<file path="src/rtl/jpeg_rle_decoder.sv">
// Zig-zag run-length expander: turns (run, value), ZRL and EOB symbols back into
// 64 coefficients per 8x8 block, one coefficient per cycle with valid/ready on both sides.
module jpeg_rle_decoder #(
  parameter int COEF_W = 12,
  parameter int CNT_W  = 16
) (
  input  logic                     clk,
  input  logic                     rst_n,
  input  logic                     in_valid,
  output logic                     in_ready,
  input  logic [3:0]               in_run,
  input  logic signed [COEF_W-1:0] in_value,
  input  logic                     in_eob,
  output logic                     out_valid,
  input  logic                     out_ready,
  output logic signed [COEF_W-1:0] out_coef,
  output logic [5:0]               out_index,
  output logic                     out_last,
  output logic                     err,
  input  logic                     err_clr,
  output logic [CNT_W-1:0]         block_cnt
);

  typedef enum logic [1:0] {ACCEPT, ZEROS, VALUE, FILL} state_t;

  state_t                     state, state_next;
  logic [5:0]                 idx, idx_next;
  logic [4:0]                 rem, rem_next;
  logic                       zrl_mode, zrl_mode_next;
  logic signed [COEF_W-1:0]   held, held_next;
  logic                       adv, accept, is_zrl;
  logic                       emit, err_set;
  logic signed [COEF_W-1:0]   emit_coef;
  logic [6:0]                 reach;

  assign adv      = !out_valid || out_ready;
  assign in_ready = rst_n && (state == ACCEPT) && adv;
  assign accept   = in_valid && in_ready;
  assign is_zrl   = (in_run == 4'd15) && (in_value == '0);
  // Position one past the last zero of the run; anything above 63 overflows the block
  assign reach    = {1'b0, idx} + (is_zrl ? 7'd16 : {3'b000, in_run});

  // The first coefficient of every symbol is emitted in its accept cycle so that
  // back-to-back symbols stream without bubbles; later ones come from ZEROS/VALUE/FILL.
  always_comb begin
    state_next    = state;
    rem_next      = rem;
    zrl_mode_next = zrl_mode;
    held_next     = held;
    emit          = 1'b0;
    emit_coef     = '0;
    err_set       = 1'b0;
    case (state)
      ACCEPT: begin
        if (accept) begin
          if (in_eob) begin
            if (idx == 6'd0) begin
              err_set = 1'b1;
            end else begin
              emit = 1'b1;
              if (idx != 6'd63) state_next = FILL;
            end
          end else if (idx == 6'd0) begin
            // DC position cannot carry a run: drop the run, keep the value
            emit      = 1'b1;
            emit_coef = in_value;
            if (in_run != 4'd0) err_set = 1'b1;
          end else if (reach > 7'd63) begin
            err_set = 1'b1;
            emit    = 1'b1;
            if (idx != 6'd63) state_next = FILL;
          end else if (is_zrl) begin
            emit          = 1'b1;
            rem_next      = 5'd15;
            zrl_mode_next = 1'b1;
            state_next    = ZEROS;
          end else if (in_run == 4'd0) begin
            emit      = 1'b1;
            emit_coef = in_value;
          end else begin
            emit          = 1'b1;
            held_next     = in_value;
            zrl_mode_next = 1'b0;
            if (in_run == 4'd1) begin
              state_next = VALUE;
            end else begin
              rem_next   = {1'b0, in_run - 4'd1};
              state_next = ZEROS;
            end
          end
        end
      end
      ZEROS: begin
        if (adv) begin
          emit     = 1'b1;
          rem_next = rem - 5'd1;
          if (rem == 5'd1) state_next = zrl_mode ? ACCEPT : VALUE;
        end
      end
      VALUE: begin
        if (adv) begin
          emit       = 1'b1;
          emit_coef  = held;
          state_next = ACCEPT;
        end
      end
      FILL: begin
        if (adv) begin
          emit = 1'b1;
          if (idx == 6'd63) state_next = ACCEPT;
        end
      end
      default: state_next = ACCEPT;
    endcase
  end

  assign idx_next = emit ? idx + 6'd1 : idx;

  always_ff @(posedge clk or negedge rst_n) begin
    if (!rst_n) begin
      state    <= ACCEPT;
      idx      <= '0;
      rem      <= '0;
      zrl_mode <= 1'b0;
      held     <= '0;
    end else begin
      state    <= state_next;
      idx      <= idx_next;
      rem      <= rem_next;
      zrl_mode <= zrl_mode_next;
      held     <= held_next;
    end
  end

  // Output register only moves when downstream can take a new beat
  always_ff @(posedge clk or negedge rst_n) begin
    if (!rst_n) begin
      out_valid <= 1'b0;
      out_coef  <= '0;
      out_index <= '0;
      out_last  <= 1'b0;
    end else if (adv) begin
      out_valid <= emit;
      if (emit) begin
        out_coef  <= emit_coef;
        out_index <= idx;
        out_last  <= (idx == 6'd63);
      end
    end
  end

  // A clear in the same cycle as a new error wins, so that error is lost
  always_ff @(posedge clk or negedge rst_n) begin
    if (!rst_n) begin
      err       <= 1'b0;
      block_cnt <= '0;
    end else begin
      err <= err_clr ? 1'b0 : (err | err_set);
      if (emit && (idx == 6'd63)) block_cnt <= block_cnt + CNT_W'(1);
    end
  end

endmodule

</file>
<file path="config.mk">
export PLATFORM = sky130hd
export DESIGN_NAME = jpeg_rle_decoder
export DESIGN_NICKNAME = d
export VERILOG_FILES = /design/src/rtl/jpeg_rle_decoder.sv
export SDC_FILE = /design/constraint.sdc
export NUM_CORES = 1
export LEC_CHECK = 0
export CORE_MARGIN = 2
export CORE_UTILIZATION = 53
export DETAILED_ROUTE_END_ITERATION = 10
export GPL_TIMING_DRIVEN = 0
export PLACE_DENSITY = 0.87
export SYNTH_ARGS = -nofsm -noshare
export SYNTH_HDL_FRONTEND = slang
export SYNTH_SLANG_ARGS = --single-unit
</file>
<file path="constraint.sdc">
create_clock -name clk -period 3.28 [get_ports clk]
set_input_delay 0.328 -clock clk [delete_from_list [all_inputs] [get_ports clk]]
set_output_delay 0.328 -clock clk [all_outputs]
set_load 0.03 [all_outputs]
</file>
==> Word-level counts from Yosys, hierarchy flattened <==
Index checks and enable logic that the tools add are counted.
{ "word_totals": {"input_bits": 22, "wordCells": 111, "regBits": 63, "out_inout_bits": 38} }
{ "classes": {"addsub": 5, "n_lt_le_gt_ge": 1, "eq_ne": 21, "bitwise": 6, "mux": 48, "n_reduce_logical": 19} }
{ "ops": {"columns": ["op", "n"], "rows": [
  ["$mux W12", 6],
  ["$mux W5", 9],
  ["$mux W2", 15],
  ["$pmux W12 S2", 1],
  ["$ne A2 B2 Y1 const B", 10],
  ["$add A16 B1 Y16 const B", 1],
  ["$reduce_and A8 Y1", 2],
  ["$mux W1", 14],
  ["$logic_not A12 Y1", 1],
  ["$pmux W5 S2", 1],
  ["$pmux W2 S4", 1],
  ["$add A6 B5 Y7", 1],
  ["$gt A7 B6 Y1 const B", 1],
  ["$reduce_and A7 Y1", 1],
  ["$add A6 B1 Y6 const B", 1],
  ["$eq A6 B6 Y1 const B", 1],
  ["$logic_not A6 Y1", 1],
  ["$ne A3 B3 Y1 const B", 2],
  ["$ne A6 B6 Y1 const B", 1],
  ["$reduce_and A6 Y1", 1],
  ["$eq A5 B1 Y1 const B", 1],
  ["$logic_and A1 B1 Y1", 5],
  ["$ne A5 B5 Y1 const B", 1],
  ["$not A1 Y1", 5],
  ["16 further kinds", 17]
]} }

==> Longest topological paths before layout <==
Gate-level depths: netlist of run 1.
{ "depth": {"depth_word": 12, "depth_mapped": 13, "ltp_nobuf": 11} }

==> Least setup slack after synthesis of run 1 <==
No wires, ideal clock.
{ "synth_timing": {"kind": "input port to flip-flop", "start": "in in_value[4]", "end": "reg held[0]", "cell_stages": 11, "t_required_ns": 3.155, "setup_ns": 0.125, "arrival_time_ns": 3.039, "n_path_buf": 2, "slack_ns": 0.116, "path_cell_list": "nor4_1 > nand4_1 > and2_1 > ha_1 > fa_1 > a41o_1 > a221o_1 > buf_2 > nor4_4 > buf_4 > mux2_2"} }
{ "synth_between": {"elab_chain_len": 7, "word_cells_on_any_way": 8, "classes_between": "add/sub (1); order compare (1); mux (1); bitwise (2); reduce/logical (3)"} }
{ "synth_rtl": {"columns": ["element", "line_no", "rtl"], "rows": [
  ["start: declaration", "12", "input logic signed [COEF_W-1:0] in_value,"],
  ["$logic_not A12 Y1 (*)", "39", "assign is_zrl = (in_run == 4'd15) && (in_value == '0);"],
  ["$logic_and A1 B1 Y1 (*)", "39", null],
  ["$mux W5", "41", "assign reach = {1'b0, idx} + (is_zrl ? 7'd16 : {3'b000, in_run});"],
  ["$add A6 B5 Y7", "41", null],
  ["$gt A7 B6 Y1", "68", "end else if (reach > 7'd63) begin"],
  ["$not A1 Y1 (no source line)", null, null],
  ["$reduce_and A7 Y1 (no source line) (*)", null, null],
  ["end signal: assignment", "131", "held <= held_next;"],
  ["end: declaration", "30", "logic signed [COEF_W-1:0] held, held_next;"]
]} }
Every way passes the cells marked *; elsewhere a longest branch is shown, timed or not.
A chain may end at the register's enable or synchronous reset.

==> Worst setup path after layout of run 1 <==
{ "layout_timing": {"start": "in in_run[2]", "end": "reg held[2]"} }
{ "layout_between": {"elab_chain_len": 7, "word_cells_on_any_way": 10, "classes_between": "add/sub (1); order compare (1); eq/ne (1); mux (1); bitwise (3); reduce/logical (3)"} }
{ "layout_rtl": {"columns": ["element", "line_no", "rtl"], "rows": [
  ["start: declaration", "11", "input logic [3:0] in_run,"],
  ["$eq A4 B4 Y1", "39", null],
  ["$logic_and A1 B1 Y1", "39", null],
  ["$mux W5", "41", null],
  ["$add A6 B5 Y7", "41", null],
  ["$gt A7 B6 Y1", "68", null],
  ["$not A1 Y1 (no source line)", null, null],
  ["$reduce_and A7 Y1 (no source line) (*)", null, null]
]} }
Marks and branches as above.

==> metrics.csv, run 1 <==
stage,metric,value,unit
critical_path,worstSetupPathDepth,13,
clock_network,tritoncts,built,
cells_and_area,most-common-layout-cells,"dfrtp_1, nand2_1, clkdlybuf4s50_1",
critical_path,crit_fanout,6,
critical_path,path_buf_inv,4,
critical_path,path_cells,clkdlybuf4s15_1 > and4b_1 > nand4_1 > buf_6 > and2_4 > ha_1 > fa_2 > a41o_1 > a221o_1 > buf_6 > nor4_4 > buf_4 > mux2_2,
detailed_routing,wl,8.521,mm
critical_path,r2r_setup_slack,0.62,ns
timing,worst_pin_slew,1.066,ns
critical_path,cp-start-kind,input port,
floorplan,die_w,83.53,µm
critical_path,reg2reg_depth,8,
detailed_routing,drc,0,
detailed_routing,vias,2887,
global_routing,top_usage_layer,met2,
clock_network,clock_latency,0.35,ns
cells_and_area,area_delta_synth_final,29.23,%
power,p_int,1.981,mW
logic_synthesis,synth_area,3352,µm²
global_routing,met3_usage,5.440,%
floorplan,rows,28,
cells_and_area,n_fill_cell,439,
critical_path,reg2reg_from,idx[0]$_DFFE_PN0P_,
detailed_routing,drt_iter0_drc,186,
logic_synthesis,syn_nets,362,
critical_path,cpMaxStageDelayCell,nor4_4,
clock_network,cts_buffers,9,
logic_synthesis,synth_cells,326,
critical_path,crit_arrival,3.39,ns
floorplan,dieArea,6976,µm²
timing,finalMaxSlewViolations,0,
logic_synthesis,synth_top_family_by_area,simple AND/OR/NAND/NOR gates,
timing,setup_tns,0,ns
power,ir_worst_vdd,497.2,µV
global_routing,grtUsageMet2,41.64,%
placed_design,place.gp.congestion,0.8604,
logic_synthesis,ys_warn_count,0,
timing,max_freq,316.3,MHz
timing,period_needed,3.161,ns
critical_path,timing.critical_path.from,in_run[2],
timing,period_share,96.38,%
critical_path,cp_top_family,simple AND/OR/NAND/NOR gates,
timing,finalClockSkew,0.009910,ns
logic_synthesis,avgSynthCellArea,10.28,µm²
timing,hold_violations,0,
detailed_routing,drtPass1Iterations,4,
global_routing,grt_overflow,0,
floorplan,num_io_pins,60,
critical_path,cp_common_cell,buf_6,
critical_path,required,3.51,ns
detailed_routing,via_per_inst,5.977,
logic_synthesis,synth-main-ff-cell,dfrtp_1,
logic_synthesis,synth_xor_area_share,5.748,%
status,outcome,"finished, final reports clean",
timing,slew_headroom,28.03,%
clock_network,cts_sinks,63,
logic_synthesis,yosys-mux-area-fraction,4.666,%
logic_synthesis,yosysUniqueCellTypes,56,
cells_and_area,final_nets,440,
cells_and_area,drive_above_1_share,17.16,%
global_routing,grt_start_max_net_pins,69,
power,clkPwrFrac,23.6,%
cells_and_area,final_common_cell,dfrtp_1,
logic_synthesis,ys_seq_area_share,47.03,%
power,p_seq_share,37.3,%
power,combPwrFrac,39.1,%
timing,fin_ws,0.1188,ns
global_routing,grt_pass1_vias,2819,
placed_design,place_worst_setup_slack,-0.8997,ns
logic_synthesis,synth_compound_area_share,12.09,%
global_routing,grt_pass1_wl,13.90,mm
logic_synthesis,yosys.area_share.simple,20.49,%
detailed_routing,wl_per_cell,17.64,µm
job,maxCapViolCount,0,
clock_network,cts.clk_slew.worst_paths,0.07,ns
global_routing,use_met1,32.57,%
global_routing,antenna_found_initial,0,
clock_network,cts-root-buf,clkbuf_8,
floorplan,die_h,83.53,µm
critical_path,cp-end-kind,register,
cells_and_area,antenna_cells,0,
clock_network,cts_buffer_depth,2,
logic_synthesis,synthArstFlopShare,100.0,%
critical_path,rr_endpoint,held[2]$_DFFE_PN0P_,
floorplan,core-area,6026,µm²
hold_path,hold_class,in -> async,
clock_network,h-tree-depth,3,
placed_design,io_buffer_count,59,
logic_synthesis,synth_edf_count,0,
placed_design,dp_hpwl,5.576,mm
critical_path,critPathMaxStageDelay,0.35,ns
power,p_leak,2.074,nW
power,switching_share,37.77,%
timing,holdWs,0.07019,ns
logic_synthesis,ys_ff_latch,63,
detailed_routing,antenna_left,0,
logic_synthesis,synth_adder_area_share,5.450,%
power,power.switching,1.202,mW
power,powerDensity,734.9,nW/µm²
timing,setup_viol,0,
floorplan,start_util,55.63,%
critical_path,crit_type,in -> reg,
global_routing,grtUsageTotal,25.08,%
## worst max path at each step
stage,end,slack (ns)
2_1_floorplan,held[0]$_DFFE_PN0P_,0.12
3_3_place_gp,held[1]$_DFFE_PN0P_,-1.66
3_5_place_dp,held[1]$_DFFE_PN0P_,-0.90
4_1_cts,held[2]$_DFFE_PN0P_,0.003
5_1_grt,held[10]$_DFFE_PN0P_,-0.0002
6_report,held[2]$_DFFE_PN0P_,0.12
## synth_stat cells, drive strengths merged, types with 2 or more instances
master  number  area share [%]
xnor2        7             1.8
o211ai       3            0.67
nor3         7             1.0
inv         12             1.3
nand4        8             1.5
ha          13             4.9
o31ai        6             1.8
and2         5            0.93
nand2       52             5.8
and3         6             1.1
buf         13             3.1
nand3        6            0.90
or2          4            0.75
mux2        13             4.4
nor4        14             3.1
nor2b        5            0.93
a21oi        5            0.75
dfrtp       63              47
nor2        17             2.0
xor2        15             3.9
a31oi        2            0.37
o21ai       10             1.6
o41ai        2            0.52
or3b         2            0.52
nand2b       3            0.56
a22oi       13             3.3
## cell families after synthesis
family,after synthesis
simple gates,134
flops,63
compound gates,53
buf+inv,26
xor+xnor,22
mux,14
fa+ha+maj,14
## cell type report
class	count	area (µm²)	area share (%)
Inverter	12	45.04	1.040
Multi-Input combinational cell	237	1652	38.13
Sequential cell	63	1577	36.40
Clock inverter	3	67.56	1.560
Tap cell	75	93.84	2.166
Buffer	14	116.4	2.686
Timing Repair Buffer	67	635.6	14.67
Clock buffer	12	145.1	3.351
## repair_timing
action | CTS | global route
gates resized for setup | 17 | 25
cloned | 1 | 0
hold buffers | 0 | 0
setup buffers | 4 | 3
pin swaps | 4 | 6
endpoints found under the setup margin | 31 | 29
## per-stage QoR
stage	power (mW)	cell area, µm²	util [%]	instances
5_1_grt	3.355	4332	71.89	483
4_1_cts	3.160	4298	71.32	480
2_1_floorplan	1.990	3352	-	326
3_3_place_gp	2.344	4036	66.99	460
6_report	3.183	4332	71.89	483
3_5_place_dp	2.399	4034	66.94	460
## power groups by stage
stage | sequential [mW] | clock (mW) | combinational, mW
floorplan | 1.29 | 0 | 0.699
global placement | 1.17 | 0 | 1.17
detailed placement | 1.19 | 0 | 1.21
CTS | 1.18 | 0.754 | 1.22
global route | 1.22 | 0.797 | 1.34
finish | 1.19 | 0.752 | 1.25
## state kept, by name, summed over array words and instances (netlist names)
name and flops:
out_index 6, out_last 1, rem 5, state 2, zrl_mode 1, err 1
out_coef 12, idx 6, out_valid 1, block_cnt 16, held 12
## layer usage
| metal | wire length (µm) | part of all wire (%) |
|---|---|---|
| met3 | 464 | 5.4 |
| met4 | 147 | 1.7 |
| met1 | 3632 | 43 |
| met2 | 4277 | 50 |
| met5 | 0 | 0 |
No activity file was read; power rests on OpenSTA's default activity.
==> inputs of run 2 (changes only) <==
--- a/config.mk
+++ b/config.mk
@@ -9,6 +9,7 @@
 export CORE_UTILIZATION = 53
 export DETAILED_ROUTE_END_ITERATION = 10
 export GPL_TIMING_DRIVEN = 0
+export MAX_ROUTING_LAYER = met4
 export PLACE_DENSITY = 0.87
 export SYNTH_ARGS = -nofsm -noshare
 export SYNTH_HDL_FRONTEND = slang
==> run 2 against run 1 <==
  * Design area decreased by 0.32%
  * Via count is 1.4% lower
  * Core utilization decreased by 0.23 points
  * First-iteration DRC count increased by 15%
  * Power decreased by 0.15%
  * Wire length fell by 2.5%
  * Register-to-register slack lost 0.08 ns
  * Global-route usage increased by 0.30 points
  * Critical endpoint is now held[11]$_DFFE_PN0P_
  * Largest cell class unchanged
  * Largest power group unchanged
  * Highest routed layer unchanged
==> metrics.csv, run 2 (same netlist as run 1, synthesis figures left out) <==
stage,metric,value,unit,change
timing,finalClockSkew,0.008386,ns,-0.001525 ns
timing,period_share,97.55,%,+1.2 points
placed_design,post_dp_cell_area,4034,µm²,unchanged
clock_network,clock_latency,0.35,ns,about the same
detailed_routing,wl,8.305,mm,-2.5%
power,power,3.178,mW,-0.15%
timing,hold_violations,0,,unchanged
job,maxCapViolCount,0,,unchanged
global_routing,grt_pass1_vias,2824,,+0.18%
timing,slew_headroom,45.05,%,+17 points
timing,holdWs,0.06703,ns,-0.003157 ns
cells_and_area,final_nets,439,,-0.23%
global_routing,grt_overflow,0,,unchanged
detailed_routing,vias,2846,,-1.4%
hold_path,hold_class,in -> async,,
timing,finalMaxSlewViolations,0,,unchanged
cells_and_area,utilization,71.66,%,-0.23 points
detailed_routing,wl_per_cell,17.19,µm,-2.5%
floorplan,num_io_pins,60,,unchanged
floorplan,core-area,6026,µm²,unchanged
timing,rsz0062_at_grt,no,,
floorplan,start_util,55.63,%,unchanged
critical_path,path_buf_inv,5,,+1
cells_and_area,final_common_cell,dfrtp_1,,
critical_path,critPathMaxStageDelay,0.36,ns,about the same
clock_network,cts_buffer_depth,2,,unchanged
cells_and_area,n_fill_cell,429,,-2.3%
critical_path,crit_type,in -> reg,,
clock_network,cts.clk_slew.worst_paths,0.07,ns,about the same
detailed_routing,drc,0,,unchanged
critical_path,required,3.51,ns,about the same
floorplan,dieArea,6976,µm²,unchanged
clock_network,cts-root-buf,clkbuf_8,,
critical_path,crit_fanout,5,,-1
global_routing,grtUsageTotal,25.38,%,+0.30 points
global_routing,antenna_found_initial,0,,unchanged
detailed_routing,drtPass1Iterations,5,,+1
timing,max_freq,312.5,MHz,-1.2%
cells_and_area,antenna_cells,0,,unchanged
cells_and_area,fin_area,4318,µm²,-0.32%
cells_and_area,regMostFlops,block_cnt,,
floorplan,die_w,83.53,µm,unchanged
cells_and_area,most-common-layout-cells,"dfrtp_1, nand2_1, clkdlybuf4s50_1",,
detailed_routing,via_per_inst,5.892,,-1.4%
cells_and_area,reg_top3,"block_cnt: 16 flops, held: 12 flops, out_coef: 12 flops",,
placed_design,dp_hpwl,5.431,mm,-2.6%
cells_and_area,area_delta_synth_final,28.82,%,
timing,period_needed,3.200,ns,+0.03841 ns
critical_path,cpMaxStageDelayCell,nor4_4,,
critical_path,cp-end-kind,register,,
floorplan,die_h,83.53,µm,unchanged
critical_path,path_cells,dlygate4sd2_1 > and4b_1 > nand4_1 > buf_4 > buf_4 > and2_1 > ha_1 > a41o_1 > a221o_1 > buf_6 > nor4_4 > buf_4 > mux2_2,,
clock_network,tritoncts,built,,
timing,worst_pin_slew,0.8243,ns,-0.2418 ns
clock_network,h-tree-depth,3,,unchanged
detailed_routing,antenna_left,0,,unchanged
cells_and_area,largest_reg_flops,16,,unchanged
cells_and_area,drive_above_1_share,17.89,%,+0.74 points
global_routing,grt_start_max_net_pins,69,,unchanged
power,p_leak,2.057,nW,-0.84%
detailed_routing,drt_iter0_drc,214,,+15%
clock_network,cts_buffers,9,,unchanged
critical_path,cp_top_family,buffers and inverters,,
placed_design,place.gp.congestion,0.8830,,+2.6%
placed_design,io_buffer_count,59,,unchanged
critical_path,cp-start-kind,input port,,
timing,setup_viol,0,,unchanged
critical_path,crit_arrival,3.43,ns,+0.04 ns
global_routing,grt_pass1_wl,13.84,mm,-0.45%
status,outcome,"finished, final reports clean",,
clock_network,cts_sinks,63,,unchanged
power,ir_worst_vdd,476.7,µV,-4.1%
power,powerDensity,736.1,nW/µm²,+0.17%
floorplan,rows,28,,unchanged
critical_path,cp_common_cell,buf_4,,
run 2: final cells by class:
| type | instances | area [µm²] | share of cell area, % |
|---|---|---|---|
| sequential | 63 | 1577 | 36.51 |
| clock buffer | 10 | 127.6 | 2.956 |
| buffer | 14 | 116.4 | 2.695 |
| timing repair buffer | 66 | 606.8 | 14.05 |
| inverter | 12 | 45.04 | 1.043 |
| tap | 75 | 93.84 | 2.173 |
| multi-input combinational | 237 | 1658 | 38.39 |
| clock inverter | 6 | 93.84 | 2.173 |
run 2: power breakdown:
part / switching [mW] / total, mW / internal [mW]
Sequential: 0.182 / 1.18 / 0.999
Combinational: 0.707 / 1.24 / 0.531
Clock: 0.327 / 0.760 / 0.433
Total: 1.22 / 3.18 / 1.96
run 2: final timing paths:
path,start,to,slack [ns],cells past startpoint
min in group clk,in_value[5],out_coef[5]$_DFFE_PN0P_,0.23,3
max in group asynchronous,rst_n,held[5]$_DFFE_PN0P_,2.66,1
hold / removal,rst_n,idx[0]$_DFFE_PN0P_,0.07,1
setup reg to reg,idx[0]$_DFFE_PN0P_,held[11]$_DFFE_PN0P_,0.54,8
hold reg to reg,block_cnt[15]$_DFFE_PN0P_,block_cnt[15]$_DFFE_PN0P_,0.47,1
setup / recovery,in_value[3],held[11]$_DFFE_PN0P_,0.08,13
run 2: metal layers:
| metal | track usage [%] | share of wire (%) | vias up | wire length [µm] |
|---|---|---|---|---|
| met5 | - | 0 | - | 0 |
| met4 | 9.824 | 1.6 | 0 | 133 |
| met3 | 5.045 | 6.1 | 15 | 503 |
| met2 | 40.03 | 50 | 111 | 4142 |
| met1 | 32.62 | 42 | 1400 | 3527 |
| li1 | - | - | 1320 | - |
run 2: per-stage QoR:
step / setup slack (ns) / std cells / setup TNS, ns
6_report: 0.08036 / 483 / 0
5_1_grt: 0.003158 / 483 / 0
4_1_cts: 0.01127 / 481 / 0
3_5_place_dp: -0.9319 / 460 / -23.23
3_3_place_gp: -1.670 / 460 / -94.61
2_1_floorplan: 0.1164 / 326 / 0
run 2: timing repair:
item / in CTS / in global routing
gates resized for setup: 22 / 23
hold buffers: 0 / 0
setup endpoints to repair: 32 / 27
setup buffers: 4 / 2
pin swaps: 4 / 7
cloned: 1 / 0
==> inputs of run 3 (changes only) <==
--- a/config.mk
+++ b/config.mk
@@ -7,6 +7,7 @@
 export LEC_CHECK = 0
 export CORE_MARGIN = 2
 export CORE_UTILIZATION = 53
+export CTS_CLUSTER_SIZE = 24
 export DETAILED_ROUTE_END_ITERATION = 10
 export GPL_TIMING_DRIVEN = 0
 export MAX_ROUTING_LAYER = met4
==> results of run 3 <==
Same layout as run 2: the final DEF is identical, and so are final timing and power.
